**src/rtl/apb_slave_regbank.sv**
```systemverilog
// rtl/apb_slave_regbank.sv - APB slave with a 16 x 32-bit register bank
//
// Purpose:
//   APB slave that tracks the transfer with an IDLE/SETUP/ACCESS FSM, inserts
//   WAIT_CYCLES wait states per access, and serves 16 word registers:
//   0..14 read/write, 15 reads back ID_VALUE. Bad addresses and writes to
//   register 15 complete with Pslverr. Bus misuse sets a sticky proto_err.
//
// Ports:
//   clk        clock, all state changes on the rising edge
//   rst        synchronous active-low reset
//   Pselx      one-hot select from the bridge, bit SEL_INDEX is ours
//   Penable    access-phase strobe
//   Pwrite     1 = write, 0 = read
//   Paddr      byte address (word index in [5:2])
//   Pwdata     write data
//   Prdata     read data, non-zero only during ACCESS of a good read
//   Pready     transfer complete (combinational from state and wait counter)
//   Pslverr    error response, qualified by Pready
//   proto_err  sticky protocol-violation flag, cleared only by reset

module apb_slave_regbank #(
  parameter int unsigned SEL_INDEX   = 0,
  parameter int unsigned WAIT_CYCLES = 0,
  parameter logic [31:0] ID_VALUE    = 32'hA9B0_0001
) (
  input  logic        clk,
  input  logic        rst,
  input  logic [2:0]  Pselx,
  input  logic        Penable,
  input  logic        Pwrite,
  input  logic [31:0] Paddr,
  input  logic [31:0] Pwdata,
  output logic [31:0] Prdata,
  output logic        Pready,
  output logic        Pslverr,
  output logic        proto_err
);

  localparam logic [1:0] ST_IDLE   = 2'd0;
  localparam logic [1:0] ST_SETUP  = 2'd1;
  localparam logic [1:0] ST_ACCESS = 2'd2;

  localparam logic [2:0] WAIT_LIM = 3'(WAIT_CYCLES);
  localparam logic [3:0] ID_INDEX = 4'hF;

  logic [1:0]  state_q, state_d;
  logic [2:0]  cnt_q, cnt_d;
  logic [3:0]  idx_q, idx_d;
  logic        write_q, write_d;
  logic [31:0] wdata_q, wdata_d;
  logic        err_q, err_d;
  logic [31:0] prdata_q, prdata_d;
  logic        proto_err_q;
  logic [31:0] regs_q [15];

  logic        sel;
  logic        in_idle;
  logic        in_access;
  logic        pready;
  logic        setup_err;
  logic [31:0] rd_val;
  logic        b2b;
  logic        idle_viol;
  logic        acc_viol;
  logic        commit;

  // Only our select bit and the word-decode bits of Paddr carry meaning.
  logic        unused_bits;
  assign unused_bits = ^{Pselx, Paddr[31:26]};

  assign sel       = Pselx[SEL_INDEX];
  assign in_idle   = (state_q == ST_IDLE);
  assign in_access = (state_q == ST_ACCESS);
  assign pready    = in_access && (cnt_q == WAIT_LIM);

  // Error decode is evaluated on the live bus in SETUP and latched with the
  // address, so the response never depends on what the bus does later.
  assign setup_err = (Paddr[1:0] != 2'b00)
                  || (Paddr[25:6] != 20'd0)
                  || (Pwrite && (Paddr[5:2] == ID_INDEX));

  always_comb begin
    rd_val = '0;
    if (Paddr[5:2] == ID_INDEX) begin
      rd_val = ID_VALUE;
    end else begin
      for (int i = 0; i < 15; i++) begin
        if (Paddr[5:2] == 4'(i)) begin
          rd_val = regs_q[i];
        end
      end
    end
  end

  // A master that already presents its next setup phase in the completing
  // cycle is a back-to-back transfer, not a dropped Penable.
  assign b2b       = pready && sel && !Penable;
  assign idle_viol = in_idle && sel && Penable;
  assign acc_viol  = in_access && (!sel || !Penable) && !b2b;
  assign commit    = pready && write_q && !err_q && !acc_viol;

  always_comb begin
    state_d  = state_q;
    cnt_d    = cnt_q;
    idx_d    = idx_q;
    write_d  = write_q;
    wdata_d  = wdata_q;
    err_d    = err_q;
    prdata_d = '0;
    case (state_q)
      ST_IDLE: begin
        if (sel && !Penable) begin
          state_d = ST_SETUP;
        end
      end
      ST_SETUP: begin
        state_d = ST_ACCESS;
        cnt_d   = '0;
        idx_d   = Paddr[5:2];
        write_d = Pwrite;
        wdata_d = Pwdata;
        err_d   = setup_err;
        if (!Pwrite && !setup_err) begin
          prdata_d = rd_val;
        end
      end
      ST_ACCESS: begin
        if (acc_viol) begin
          state_d = ST_IDLE;
        end else if (pready) begin
          state_d = b2b ? ST_SETUP : ST_IDLE;
        end else begin
          cnt_d    = cnt_q + 3'd1;
          prdata_d = prdata_q;
        end
      end
      default: begin
        state_d = ST_IDLE;
      end
    endcase
  end

  always_ff @(posedge clk) begin
    if (!rst) begin
      state_q     <= ST_IDLE;
      cnt_q       <= '0;
      idx_q       <= '0;
      write_q     <= 1'b0;
      wdata_q     <= '0;
      err_q       <= 1'b0;
      prdata_q    <= '0;
      proto_err_q <= 1'b0;
      for (int i = 0; i < 15; i++) begin
        regs_q[i] <= '0;
      end
    end else begin
      state_q  <= state_d;
      cnt_q    <= cnt_d;
      idx_q    <= idx_d;
      write_q  <= write_d;
      wdata_q  <= wdata_d;
      err_q    <= err_d;
      prdata_q <= prdata_d;
      if (idle_viol || acc_viol) begin
        proto_err_q <= 1'b1;
      end
      for (int i = 0; i < 15; i++) begin
        if (commit && (idx_q == 4'(i))) begin
          regs_q[i] <= wdata_q;
        end
      end
    end
  end

  assign Prdata    = prdata_q;
  assign Pready    = pready;
  assign Pslverr   = pready && err_q;
  assign proto_err = proto_err_q;

endmodule

```
**config.mk**
```make
export PLATFORM = sky130hd
export DESIGN_NAME = apb_slave_regbank
export DESIGN_NICKNAME = d
export VERILOG_FILES = /design/src/rtl/apb_slave_regbank.sv
export SDC_FILE = /design/constraint.sdc
export NUM_CORES = 1
export LEC_CHECK = 0
export CAP_MARGIN = 5
export CORE_ASPECT_RATIO = 0.8
export CORE_MARGIN = 8
export CORE_UTILIZATION = 45
export CTS_CLUSTER_SIZE = 40
export DETAILED_ROUTE_END_ITERATION = 7
export PLACE_DENSITY = 0.73
export SYNTH_ARGS = -nofsm -noshare
export SYNTH_HDL_FRONTEND = slang
export SYNTH_SLANG_ARGS = --single-unit
```
**constraint.sdc**
```tcl
create_clock -name clk -period 11.6 [get_ports clk]
set_clock_uncertainty 0.15 [all_clocks]
set_input_delay 1.74 -clock clk [delete_from_list [all_inputs] [get_ports clk]]
set_output_delay 1.74 -clock clk [all_outputs]
set_load 0.03 [all_outputs]
```
==> flow_summary.toml <==
[placed_design]
pre_cts_slack_ns = 6.55
post_dp_cell_area_um2 = 25300
numPortBuffers = 97
placed_cells = 2631
routabilityCongestion = 0.866
dp_hpwl_um = 41500

[cells_and_area]
layout.cells.non_filler = 2731
fin_util = 0.517
n_antenna_cell = 0
area.growth.synth_to_final_pct = 14.2
drive_above_1_share = 0.0991
fillers = 4302
final_nets = 2068
final_area_um2 = 27000

[clocking]
ctsResizeCount = 0
cts.sinks = 556
cts_hold_buf = 0
cts_buffers = 54
clk_path_buf_depth = 3
cts_tree = "built"
clk_latency_ns = 0.59
clk_pin_slew_ns = 0.06
ctsRootBufferMaster = "clkbuf_16"
post_cts_buffers = 0
htree_levels = 2

[power_and_ir_drop]
p_per_area_nw_per_um2 = 159
power_leakage_nw = 9.30
ir_worst_vdd_uv = 114
post-layout-total-power_mw = 4.31

[critical_path]
cp-end-kind = "flip-flop"
max_stage_delay_ns = 0.67
path_buf_inv = 3
start_kind = "input pin"
path_max_fanout = 33
required_ns = 11.69
worstPathArrival_ns = 4.62
crit_family = "simple AND/OR/NAND/NOR gates"
setup.worst_path.class = "in2reg"
cpMaxStageDelayCell = "nand2_1"
crit_chain = "clkdlybuf4s50_1 -> nand4b_1 -> nor3b_1 -> nand2_1 -> buf_4 -> nand2_1 -> buf_4"

[synthesis]
yosysTopAreaCell = "edfxtp_1"
synth_cell_types = 78
synth_top_family_by_area = "simple AND/OR/NAND/NOR gates"
muxShareOfSynthArea = 0.0448
synth_area_um2 = 23700
yosysTopAreaCellShare = 0.609
synthCells = 1963
ys.flop_type = "edfxtp_1"
synthXorXnorAreaFrac = 0.000740
ys_seq_area_frac = 0.673
yosys_warnings = 0
avgSynthCellArea_um2 = 12.1
synthAdderAreaFrac = 0.00106
synth_compound_area_frac = 0.112
synth_nets = 2036
async_reset_ff_frac = 0
synth-simple-area-share = 0.131
ys_ff_latch = 556
synth_edf_count = 480
synthTopCellsByArea = "edfxtp_1, dfxtp_1, nor2_1"

[sta]
holdWs_ns = 0.302
slew_headroom = 0.227
rsz0062_at_grt = "false"
tns_ns = 0
setup_viol = 0
drv_slew = 0
fmax_mhz = 221
post-route-period-util = 0.390
worst_slack_ns = 7.08
min_period_ns = 4.52
worst_pin_slew_ns = 1.15
finalHoldViolCount = 0

[floorplanning]
rows = 75
core_um2 = 52300
die_w_um = 273
die-area_um2 = 60300
die_h_um = 221
ios = 106
initial_core_util = 0.453

[route]
avgRoutedWirePerCell_um = 25.1
vias = 16900
top_layer_used = "met5"
wl_um = 68700
vias_per_cell = 6.18
dr.pass1.iters = 6
met2_length_um = 29100
wl_met1_um = 27600
drt-initial-drc-count = 2529
ant_nets = 0
dr_wl_met3_um = 10500
drc = 0

[global_route]
grt_pass1_vias = 16200
grt_pass1_wl_um = 102000
grt_usage = 0.221
grt_overflow = 0
antenna_found_initial = 1
grt_max_degree = 137

[hold_path]
hold_path.class = "reg2reg"

[outcome]
outcome = "finished, final reports clean"

[job]
maxCapViolCount = 0
-- final cells by class --
cell class / count / area [µm²] / area share
flip-flops and latches: 556 / 15900 / 0.589
well taps: 693 / 867 / 0.0321
clock inverters: 24 / 241 / 0.00893
clock buffers: 75 / 1550 / 0.0573
inverters: 59 / 221 / 0.00819
repair buffers: 146 / 1330 / 0.0492
multi-input cells: 1178 / 6900 / 0.255
-- state kept, by name (all words and copies together) (netlist names) --
signal / cells
write_q: 1
err_q: 1
proto_err: 1
idx_q: 4
Prdata: 32
cnt_q: 3
regs_q: 480
state_q: 2
wdata_q: 32
-- metal layers --
layer  vias up  track usage
met5         -            0
li1       7222            -
met3       146       0.0682
met4         2       0.0525
met1      8240        0.324
met2      1259        0.318
-- kinds of logic after synthesis --
kind of cell             Yosys count
multiplexers                      78
AND/OR/NAND/NOR                  721
XOR/XNOR                           2
buffers and inverters            229
AO/OA/AOI/OAI                    375
flip-flops                       556
adder cells (fa/ha/maj)            2
-- cells in the mapped netlist (4+ instances only) --
library cell / count
a221o_1: 7
nor4_1: 6
a2bb2oi_1: 5
a21oi_1: 85
and3_1: 5
clkbuf_1: 140
nor3b_1: 7
edfxtp_1: 480
inv_1: 58
a22o_1: 11
o22a_1: 11
a221oi_1: 11
nor3_1: 11
o2bb2ai_1: 4
buf_1: 18
o21ai_0: 54
o22ai_1: 22
nand4_1: 8
buf_2: 8
nand2_1: 190
o221ai_1: 16
a22oi_1: 55
nor2_1: 394
nor2b_1: 23
o211ai_2: 10
o31ai_1: 4
buf_6: 4
and4b_1: 4
mux2i_1: 42
o21a_1: 5
nand4b_1: 5
nand3b_1: 10
dfxtp_1: 76
mux4_2: 21
a211oi_1: 8
o211ai_1: 12
nand2b_1: 15
nand3_1: 25
a32oi_1: 6
o2111ai_1: 20
mux2_2: 15
-- cells in the final DEF, fill, tap and decap left out, drive strengths merged, types with 25 or more instances in the layout --
master and count:
inv 60, clkdlybuf4s50 92, mux2i 42, o21ai 55, buf 54, nand2 191
nand3 25, edfxtp 480, a21oi 85, a22oi 55, dfxtp 76, clkbuf 75
nor2 394
-- path summary, 6_finish.rpt --
check | start | to | slack [ns] | cells past startpoint
worst max register to register | cnt_q[0] | regs_q[1][63] | 8.03 | 9
worst min-delay path | Prdata[1] | Prdata[1] | 0.30 | 2
worst min register to register | Prdata[1] | Prdata[1] | 0.30 | 2
worst max-delay path | Pselx[0] | regs_q[1][63] | 7.08 | 7
-- worst reg2reg max path: cells and delay by family, from the launching register on --
| kind | cells | cell delay [ns] |
|---|---|---|
| adder cells (fa/ha/maj) | 1 | 0.15 |
| buffers and inverters | 3 | 0.87 |
| flip-flops | 1 | 0.33 |
| AND/OR/NAND/NOR | 5 | 1.72 |
-- power by group --
part	switching [mW]	internal, mW	total (mW)
combinational	0.189	0.0863	0.275
sequential	0.0218	2.23	2.26
clock	0.737	1.04	1.78
Note: power is estimated with default switching activity, not from simulation.
